**src/rtl/psone_report_framer.sv**
```systemverilog
// Gamepad report framer: snapshots buttons/axes and streams a fixed frame to a UART.
// Optional macro PSONE_REPORT_CHECKSUM_EN appends an XOR checksum byte (6-byte frame).
module psone_report_framer #(
  parameter logic [23:0] PERIOD    = 24'd500000,
  parameter logic [7:0]  SYNC_BYTE = 8'hA5
) (
  input  logic        iCLK,
  input  logic        iRESET,
  input  logic        iENABLE,
  input  logic        iSEND_REQ,
  input  logic [15:0] iBTN,
  input  logic [7:0]  iAXIS_X,
  input  logic [7:0]  iAXIS_Y,
  output logic        oTRAN_ST,
  output logic [7:0]  oTX_BYTE,
  input  logic        iTRAN_BUSY,
  output logic        oFRAME_BUSY,
  output logic        oFRAME_DONE,
  output logic [7:0]  oFRAME_CNT
);

`ifdef PSONE_REPORT_CHECKSUM_EN
  localparam logic [2:0] LAST_IDX = 3'd5;
`else
  localparam logic [2:0] LAST_IDX = 3'd4;
`endif

  typedef enum logic [2:0] {
    S_IDLE, S_LOAD, S_ISSUE, S_WAIT_ACK, S_WAIT_DONE, S_END
  } state_t;

  state_t      state_q;
  logic [23:0] period_q, period_d;
  logic        pending_q, pending_d;
  logic        periodHit;
  logic [2:0]  idx_q;
  logic [7:0]  btnLo_q, btnHi_q, axisX_q, axisY_q;
  logic [7:0]  curByte;
  logic        tranSt_q, frameBusy_q, frameDone_q;
  logic [7:0]  txByte_q, frameCnt_q;
`ifdef PSONE_REPORT_CHECKSUM_EN
  logic [7:0]  chk_q;
`endif

  // A request arriving in the same cycle IDLE consumes pending wins, so it is never lost.
  always_comb begin
    periodHit = iENABLE && (period_q == 24'd0);
    period_d  = period_q - 24'd1;
    if (!iENABLE || (period_q == 24'd0)) begin
      period_d = PERIOD - 24'd1;
    end
    pending_d = iSEND_REQ || periodHit || (pending_q && (state_q != S_IDLE));
    case (idx_q)
      3'd0:    curByte = SYNC_BYTE;
      3'd1:    curByte = btnLo_q;
      3'd2:    curByte = btnHi_q;
      3'd3:    curByte = axisX_q;
      3'd4:    curByte = axisY_q;
`ifdef PSONE_REPORT_CHECKSUM_EN
      default: curByte = chk_q;
`else
      default: curByte = 8'h00;
`endif
    endcase
  end

  always_ff @(posedge iCLK) begin
    if (!iRESET) begin
      period_q  <= PERIOD - 24'd1;
      pending_q <= 1'b0;
    end else begin
      period_q  <= period_d;
      pending_q <= pending_d;
    end
  end

  always_ff @(posedge iCLK) begin
    if (!iRESET) begin
      state_q     <= S_IDLE;
      idx_q       <= 3'd0;
      btnLo_q     <= 8'h00;
      btnHi_q     <= 8'h00;
      axisX_q     <= 8'h00;
      axisY_q     <= 8'h00;
`ifdef PSONE_REPORT_CHECKSUM_EN
      chk_q       <= 8'h00;
`endif
      tranSt_q    <= 1'b0;
      txByte_q    <= 8'h00;
      frameBusy_q <= 1'b0;
      frameDone_q <= 1'b0;
      frameCnt_q  <= 8'h00;
    end else begin
      tranSt_q    <= 1'b0;
      frameDone_q <= 1'b0;
      case (state_q)
        S_IDLE: begin
          if (pending_q) begin
            state_q     <= S_LOAD;
            frameBusy_q <= 1'b1;
          end
        end
        S_LOAD: begin
          btnLo_q <= iBTN[7:0];
          btnHi_q <= iBTN[15:8];
          axisX_q <= iAXIS_X;
          axisY_q <= iAXIS_Y;
`ifdef PSONE_REPORT_CHECKSUM_EN
          chk_q   <= iBTN[7:0] ^ iBTN[15:8] ^ iAXIS_X ^ iAXIS_Y;
`endif
          idx_q   <= 3'd0;
          state_q <= S_ISSUE;
        end
        // Strobe only when the UART is idle, so a UART busy out of reset is safe.
        S_ISSUE: begin
          if (!iTRAN_BUSY) begin
            tranSt_q <= 1'b1;
            txByte_q <= curByte;
            state_q  <= S_WAIT_ACK;
          end
        end
        S_WAIT_ACK: begin
          if (iTRAN_BUSY) begin
            state_q <= S_WAIT_DONE;
          end
        end
        S_WAIT_DONE: begin
          if (!iTRAN_BUSY) begin
            if (idx_q == LAST_IDX) begin
              state_q     <= S_END;
              frameBusy_q <= 1'b0;
              frameDone_q <= 1'b1;
              frameCnt_q  <= frameCnt_q + 8'd1;
            end else begin
              idx_q   <= idx_q + 3'd1;
              state_q <= S_ISSUE;
            end
          end
        end
        S_END: begin
          state_q <= S_IDLE;
        end
        default: begin
          state_q <= S_IDLE;
        end
      endcase
    end
  end

  assign oTRAN_ST    = tranSt_q;
  assign oTX_BYTE    = txByte_q;
  assign oFRAME_BUSY = frameBusy_q;
  assign oFRAME_DONE = frameDone_q;
  assign oFRAME_CNT  = frameCnt_q;

endmodule
```
**config.mk**
```make
export PLATFORM = sky130hd
export DESIGN_NAME = psone_report_framer
export DESIGN_NICKNAME = d
export VERILOG_FILES = /design/src/rtl/psone_report_framer.sv
export SDC_FILE = /design/constraint.sdc
export NUM_CORES = 1
export LEC_CHECK = 0
export ABC_AREA = 1
export CAP_MARGIN = 20
export CORE_MARGIN = 4
export CORE_UTILIZATION = 35
export CTS_CLUSTER_SIZE = 12
export DETAILED_ROUTE_END_ITERATION = 16
export PLACE_DENSITY = 0.6
export SLEW_MARGIN = 0
export SYNTH_ARGS = -nofsm -noshare
export SYNTH_HDL_FRONTEND = slang
export SYNTH_SLANG_ARGS = --single-unit
```
**constraint.sdc**
```tcl
create_clock -name iCLK -period 1.5 [get_ports iCLK]
set_input_delay 0.3 -clock iCLK [delete_from_list [all_inputs] [get_ports iCLK]]
set_output_delay 0.3 -clock iCLK [all_outputs]
set_load 0.005 [all_outputs]
```
==> out/summary.txt, run 1 <==
worst reg2reg path depth: 8
fraction of the mapped netlist area in compound gates: 0.146
I/O pin count: 56
wire length per cell: 12.0 µm
row count: 38
final setup fails: 0
Design Area, Final: 0.00513 mm²
r2r setup slk: 0.1 ns
# H-tree levels: 3
Worst Setup End Kind: register
Net count, final: 688
Post-DP Area: 0.00479 mm²
global route total overflow: 0
RR Endpoint: oTX_BYTE[7]$_SDFFE_PN0P_
Hold Fails Final Rpt: 0
Async SR Flop Fraction: 0
Vias: 3692
Detailed Place HPWL: 7060 µm
slew at the pin with the worst max-slew slack: 0.333 ns
global-route usage over all layers: 0.155
final max-slew violation count: 0
Post-DRT Antenna Nets: 0
Layout Cells excl Fill: 788
share of cells above drive strength 1: 0.173
Hold Path Stages: 1
core area: 0.0108 mm²
Synth Area in Adders: 0.0258
crit path max fanout: 8
die width: 113 µm
Power Total: 4920 µW
#FFs+latches synth: 82
Mapped Cells: 559
syn avg cell area: 6.93 µm²
Critical Path Source Type: register
crit path DAT: 1.71 ns
DR iter-0 viols: 254
Crit Path Class: register to register
Hold Crit Start: period_q[0]$_SDFF_PP1_
final design utilization: 0.473
Area growth syn-to-layout: 32.5%
Pleak: 0.00217 µW
Initial Util: 0.357
Mapped Nets: 604
Worst Hold Class: register to register
CTS max path bufs: 2
ranking of synthesized cells by area: dfxtp_1 42%, nand2_1 12%, inv_1 7.8%
XOR/XNOR share of the synthesized area: 0.0113
worst r2r src: idx_q[0]$_SDFFE_PN0P_
initial antenna violation count: 0
outcome: finished clean
main combinational cell family by area after synthesis: simple AND/OR/NAND/NOR gates
CTS tree: built
diodes inserted: 0
slew margin rel.: 0.778
vias per cell: 4.69
die area: 0.0128 mm²
Final Cycle Share: 0.935
hold path endpoint: period_q[0]$_SDFF_PP1_
Post-Syn Area: 0.00387 mm²
first-pass GRT wire length: 16000 µm
vias in the first global route: 3589
post-synth top area cell: dfxtp_1
DRT Wirelength: 9420 µm
First-pass DRT Iterations: 4
Die Span Y: 113 µm
Max-Cap Viols: 0
Port Buffers: 55
min Tclk post-route: 1.40 ns
fmax: 713 MHz
post-synth top area share: 0.424
Clock Latency Late Sink: 0.38 ns
Setup Skew: 0.0141 ns
Synth warnings: 0
mux share of post-synthesis cell area: 0
hold buffer count at CTS: 0
Worst EP required: 1.81 ns
dominant synthesized flop cell: dfxtp_1
Post-synth EDFFs: 0
Reg clk slew, reported paths: 0.09 ns
Root Buffer: clkbuf_8
DRC Markers: 0
sequential cell area fraction in the yosys report: 0.424
synth cell count leaders: 124 x nand2_1, 82 x dfxtp_1, 80 x inv_1
Worst Setup Slack, final: 0.0968 ns
Sinks on Clock Net: 82
TritonCTS Buffers: 9
routability cong.: 0.839
PwrDens: 959 mW/mm²
DP Worst Slack: -0.135 ns
pin count of the biggest net entering global routing: 65
maximum VDD drop: 586 µV
Synth Area in Simple Gates: 0.292
most common cell in the netlist: nand2_1
Inst Count DP: 765
Synth cell types: 33
## power breakdown
| part | internal, µW | total, µW | switching [µW] |
|---|---|---|---|
| Combinational | 421 | 904 | 483 |
| Clock | 659 | 1520 | 861 |
| Sequential | 2360 | 2490 | 131 |
| Total | 3440 | 4920 | 1480 |
## cell type report
class | instances | area, µm²
tap | 140 | 175
timing repair buffer | 90 | 856
fill | 1098 | 5710
multi-input combinational | 378 | 1930
sequential | 82 | 1670
clock buffer | 10 | 138
clock inverter | 6 | 50.0
inverter | 82 | 310
## per-stage QoR
stage	hold slack, ns	setup TNS (ns)
2_1_floorplan	0.366	0
3_3_place_gp	0.374	-0.823
3_5_place_dp	0.381	-1.83
4_1_cts	0.402	0
5_1_grt	0.426	-0.00636
6_report	0.398	0
## worst max-delay path by stage
stage / cells past startpoint / to / slack (ns) / startpoint
after detailed placement: 6 / state_q[0]$_SDFFE_PN0P_ / -0.14 / iTRAN_BUSY
after CTS: 8 / oTX_BYTE[6]$_SDFFE_PN0P_ / 0.02 / idx_q[0]$_SDFFE_PN0P_
final: 8 / oTX_BYTE[7]$_SDFFE_PN0P_ / 0.1 / idx_q[0]$_SDFFE_PN0P_
after global placement: 6 / state_q[0]$_SDFFE_PN0P_ / -0.09 / iTRAN_BUSY
after global routing: 8 / oTX_BYTE[0]$_SDFFE_PN0P_ / -0.003 / idx_q[0]$_SDFFE_PN0P_
after floorplan: 8 / idx_q[1]$_SDFFE_PN0P_ / 0.05 / idx_q[0]$_SDFFE_PN0P_
## layout by cell type, fill, tap and decap left out, drive strengths merged, types with 2 or more instances in the layout
master,instances
nand2,126
inv,83
dfxtp,82
nor2,72
a21oi,60
o21ai,46
clkdlybuf4s50,36
buf,35
nand3,28
nand4,20
dlygate4sd2,19
clkbuf,10
ha,8
xor2,3
nand3b,3
clkinv,3
xnor2,2
clkinvlp,2
nor3,2
or2,2
o21bai,2
## worst max-delay path, cell delays in order, from the launching register on
cell and delay (ns):
dfxtp_4 0.37, inv_4 0.06, ha_2 0.18, buf_4 0.13, o21bai_4 0.11, nor2_2 0.06
nor2_4 0.20, nand2_1 0.09, a21oi_1 0.12
## timing repair
item	in CTS	in global routing
setup endpoints to repair	24	33
gates resized for setup	40	32
gates cloned	0	0
buffers inserted	6	2
hold endpoints to repair	0	0
pin swaps	1	12
## registers in the layout, summed over array words and instances, names as in the netlist, 3 cells and up
name / count
idx_q: 3
btnHi_q: 8
oTX_BYTE: 8
period_q: 24
btnLo_q: 8
axisY_q: 8
oFRAME_CNT: 8
state_q: 3
axisX_q: 8
## logic make-up after synthesis
group | after synthesis
compound gates | 110
xor+xnor | 5
fa+ha+maj | 8
buf+inv | 99
flops | 82
simple gates | 255
## metal layers
layer	vias up	track usage	share of wire
li1	1955	-	-
met1	1674	0.188	0.46
met2	50	0.259	0.47
met3	13	0.0417	0.043
met4	0	0.0625	0.017
met5	-	0	0
Power figures use the tool's default switching activity.
==> inputs of run 2 (changes only) <==
ABC_CLOCK_PERIOD_IN_PS = 1500   (was default)
==> results of run 2 <==
The final DEF is identical to that of run 1; final timing and power are the same.
==> inputs of run 3 (changes only) <==
ABC_AREA = 0   (was 1)
==> out/summary.txt, run 3 <==
Port Buffers: 55
Post-Syn Area: 0.00375 mm²
first-pass GRT wire length: 15800 µm
post-synth top area share: 0.437
CTS max path bufs: 2
fmax: 577 MHz
dominant synthesized flop cell: dfxtp_1
worst setup path start: period_q[0]$_SDFF_PP1_
DR iter-0 viols: 164
Pleak: 0.00249 µW
Sum Neg Setup Slack: -3.51 ns
Worst Setup End Kind: register
synth cell count leaders: 88 x nand2_1, 82 x dfxtp_1, 46 x a21boi_0
Root Buffer: clkbuf_8
outcome: complete, but fails checks
PwrDens: 734 mW/mm²
vias per cell: 4.99
Crit Path Class: register to register
Layout Cells excl Fill: 716
Async SR Flop Fraction: 0
Synth warnings: 0
pin count of the biggest net entering global routing: 63
crit path DAT: 2.02 ns
die area: 0.0124 mm²
routability cong.: 0.772
Post-DRT Antenna Nets: 0
RSZ-0062 raised after global routing: true
critical path's largest stage delay: 0.50 ns
Die Span Y: 112 µm
DRT Wirelength: 10200 µm
global-route usage over all layers: 0.153
ranking of synthesized cells by area: dfxtp_1 44%, a21boi_0 9.2%, nand2_1 8.8%
Max-Cap Viols: 0
# H-tree levels: 3
Mapped Nets: 478
final design utilization: 0.574
final max-slew violation count: 0
post-synth top area cell: dfxtp_1
CP max stage cell: or4_4
Top reg by flops: period_q
final setup fails: 32
Net count, final: 620
Synth cell types: 54
initial antenna violation count: 0
share of cells above drive strength 1: 0.352
Area growth syn-to-layout: 58.8%
Setup Skew: 0.00869 ns
slew at the pin with the worst max-slew slack: 0.522 ns
Design Area, Final: 0.00596 mm²
most frequent cells in the layout: 88 x nand2_1, 82 x buf_4, 57 x dfxtp_1
CTS tree: built
diodes inserted: 0
Inst Count DP: 664
DRC Markers: 0
I/O pin count: 56
Clock Latency Late Sink: 0.35 ns
core area: 0.0104 mm²
syn avg cell area: 8.67 µm²
Mapped Cells: 433
min Tclk post-route: 1.73 ns
Critical Path Source Type: register
row count: 37
Worst Setup Slack, final: -0.232 ns
crit path max fanout: 4
Post-DP Area: 0.00495 mm²
Fillers: 909
Initial Util: 0.362
Detailed Place HPWL: 6550 µm
wire length per cell: 14.2 µm
worst-path cell chain: inv_2 > ha_4 > nor4b_4 > and3b_2 > buf_6 > or4_4 > a21oi_2
Post-synth EDFFs: 0
maximum VDD drop: 634 µV
die width: 112 µm
most common cell in the netlist: nand2_1
vias in the first global route: 3442
slew margin rel.: 0.652
Power Total: 4370 µW
Worst EP required: 1.79 ns
Reg clk slew, reported paths: 0.08 ns
max reg flops: 24
Hold Fails Final Rpt: 0
failing checks: setup timing
Vias: 3574
sequential cell area fraction in the yosys report: 0.437
Worst Hold Class: register to register
hold buffer count at CTS: 0
#FFs+latches synth: 82
TritonCTS Buffers: 9
Sinks on Clock Net: 82
commonest non-fill, non-tap cell in the layout: nand2_1
First-pass DRT Iterations: 4
worst r2r src: period_q[0]$_SDFF_PP1_
Hold Crit Start: oTX_BYTE[7]$_SDFFE_PN0P_
Final Cycle Share: 1.15
global route total overflow: 0
run 3: timing repair:
item / 4_1_cts / 5_1_grt
gates cloned: 0 / 4
buffers inserted: 17 / 18
endpoints found under the setup margin: 73 / 76
hold endpoints to repair: 0 / 0
resized for setup: 70 / 70
pin swaps: 17 / 29
run 3: per-layer routing:
layer / vias up / routed length (µm) / track usage
met4: 0 / 161 / 0.0616
met3: 14 / 303 / 0.0293
li1: 1801 / - / -
met1: 1698 / 4690 / 0.192
met2: 61 / 5040 / 0.259
met5: - / 0 / 0
run 3: through the flow:
| step | setup WS, ns | hold WS, ns |
|---|---|---|
| 2_1_floorplan | -0.160 | 0.396 |
| 3_3_place_gp | -0.368 | 0.453 |
| 3_5_place_dp | -0.426 | 0.457 |
| 4_1_cts | -0.230 | 0.470 |
| 5_1_grt | -0.262 | 0.484 |
| 6_report | -0.232 | 0.453 |
run 3: final cells by class:
| type | count | area (µm²) | area share |
|---|---|---|---|
| clock buffers | 9 | 124 | 0.0208 |
| inverters | 7 | 31.3 | 0.00525 |
| well taps | 136 | 170 | 0.0286 |
| clock inverters | 7 | 76.3 | 0.0128 |
| repair buffers | 161 | 1540 | 0.258 |
| flip-flops and latches | 82 | 1680 | 0.283 |
| multi-input cells | 314 | 2340 | 0.392 |
run 3: worst max-delay path: cells and delay by family, from the launching register on:
family | cells | cell delay, ns
AO/OA/AOI/OAI | 1 | 0.15
buffers and inverters | 2 | 0.18
flip-flops | 1 | 0.35
adder cells (fa/ha/maj) | 1 | 0.15
AND/OR/NAND/NOR | 3 | 0.84
run 3: final timing paths:
kind	endpoint	slack, ns	cells after the start
setup / recovery	period_q[20]$_SDFF_PP0_	-0.23	7
hold / removal	oTX_BYTE[7]$_SDFFE_PN0P_	0.45	2
setup reg to reg	period_q[20]$_SDFF_PP0_	-0.23	7
hold reg to reg	oTX_BYTE[7]$_SDFFE_PN0P_	0.45	2
run 3: where the power goes:
part           switching [µW]  internal [µW]
registers                35.9           2230
logic                     197            267
clock network             859            781
total                    1090           3280
run 3: cells by family (layout without fill, tap and decap cells):
logic type | after synthesis | count (layout) | synth area share
compound gates | 104 | 104 | 0.195
xor+xnor | 15 | 15 | 0.0350
fa+ha+maj | 8 | 8 | 0.0267
buf+inv | 37 | 184 | 0.0423
flops | 82 | 82 | 0.437
mux | 4 | 4 | 0.0107
simple gates | 183 | 183 | 0.252
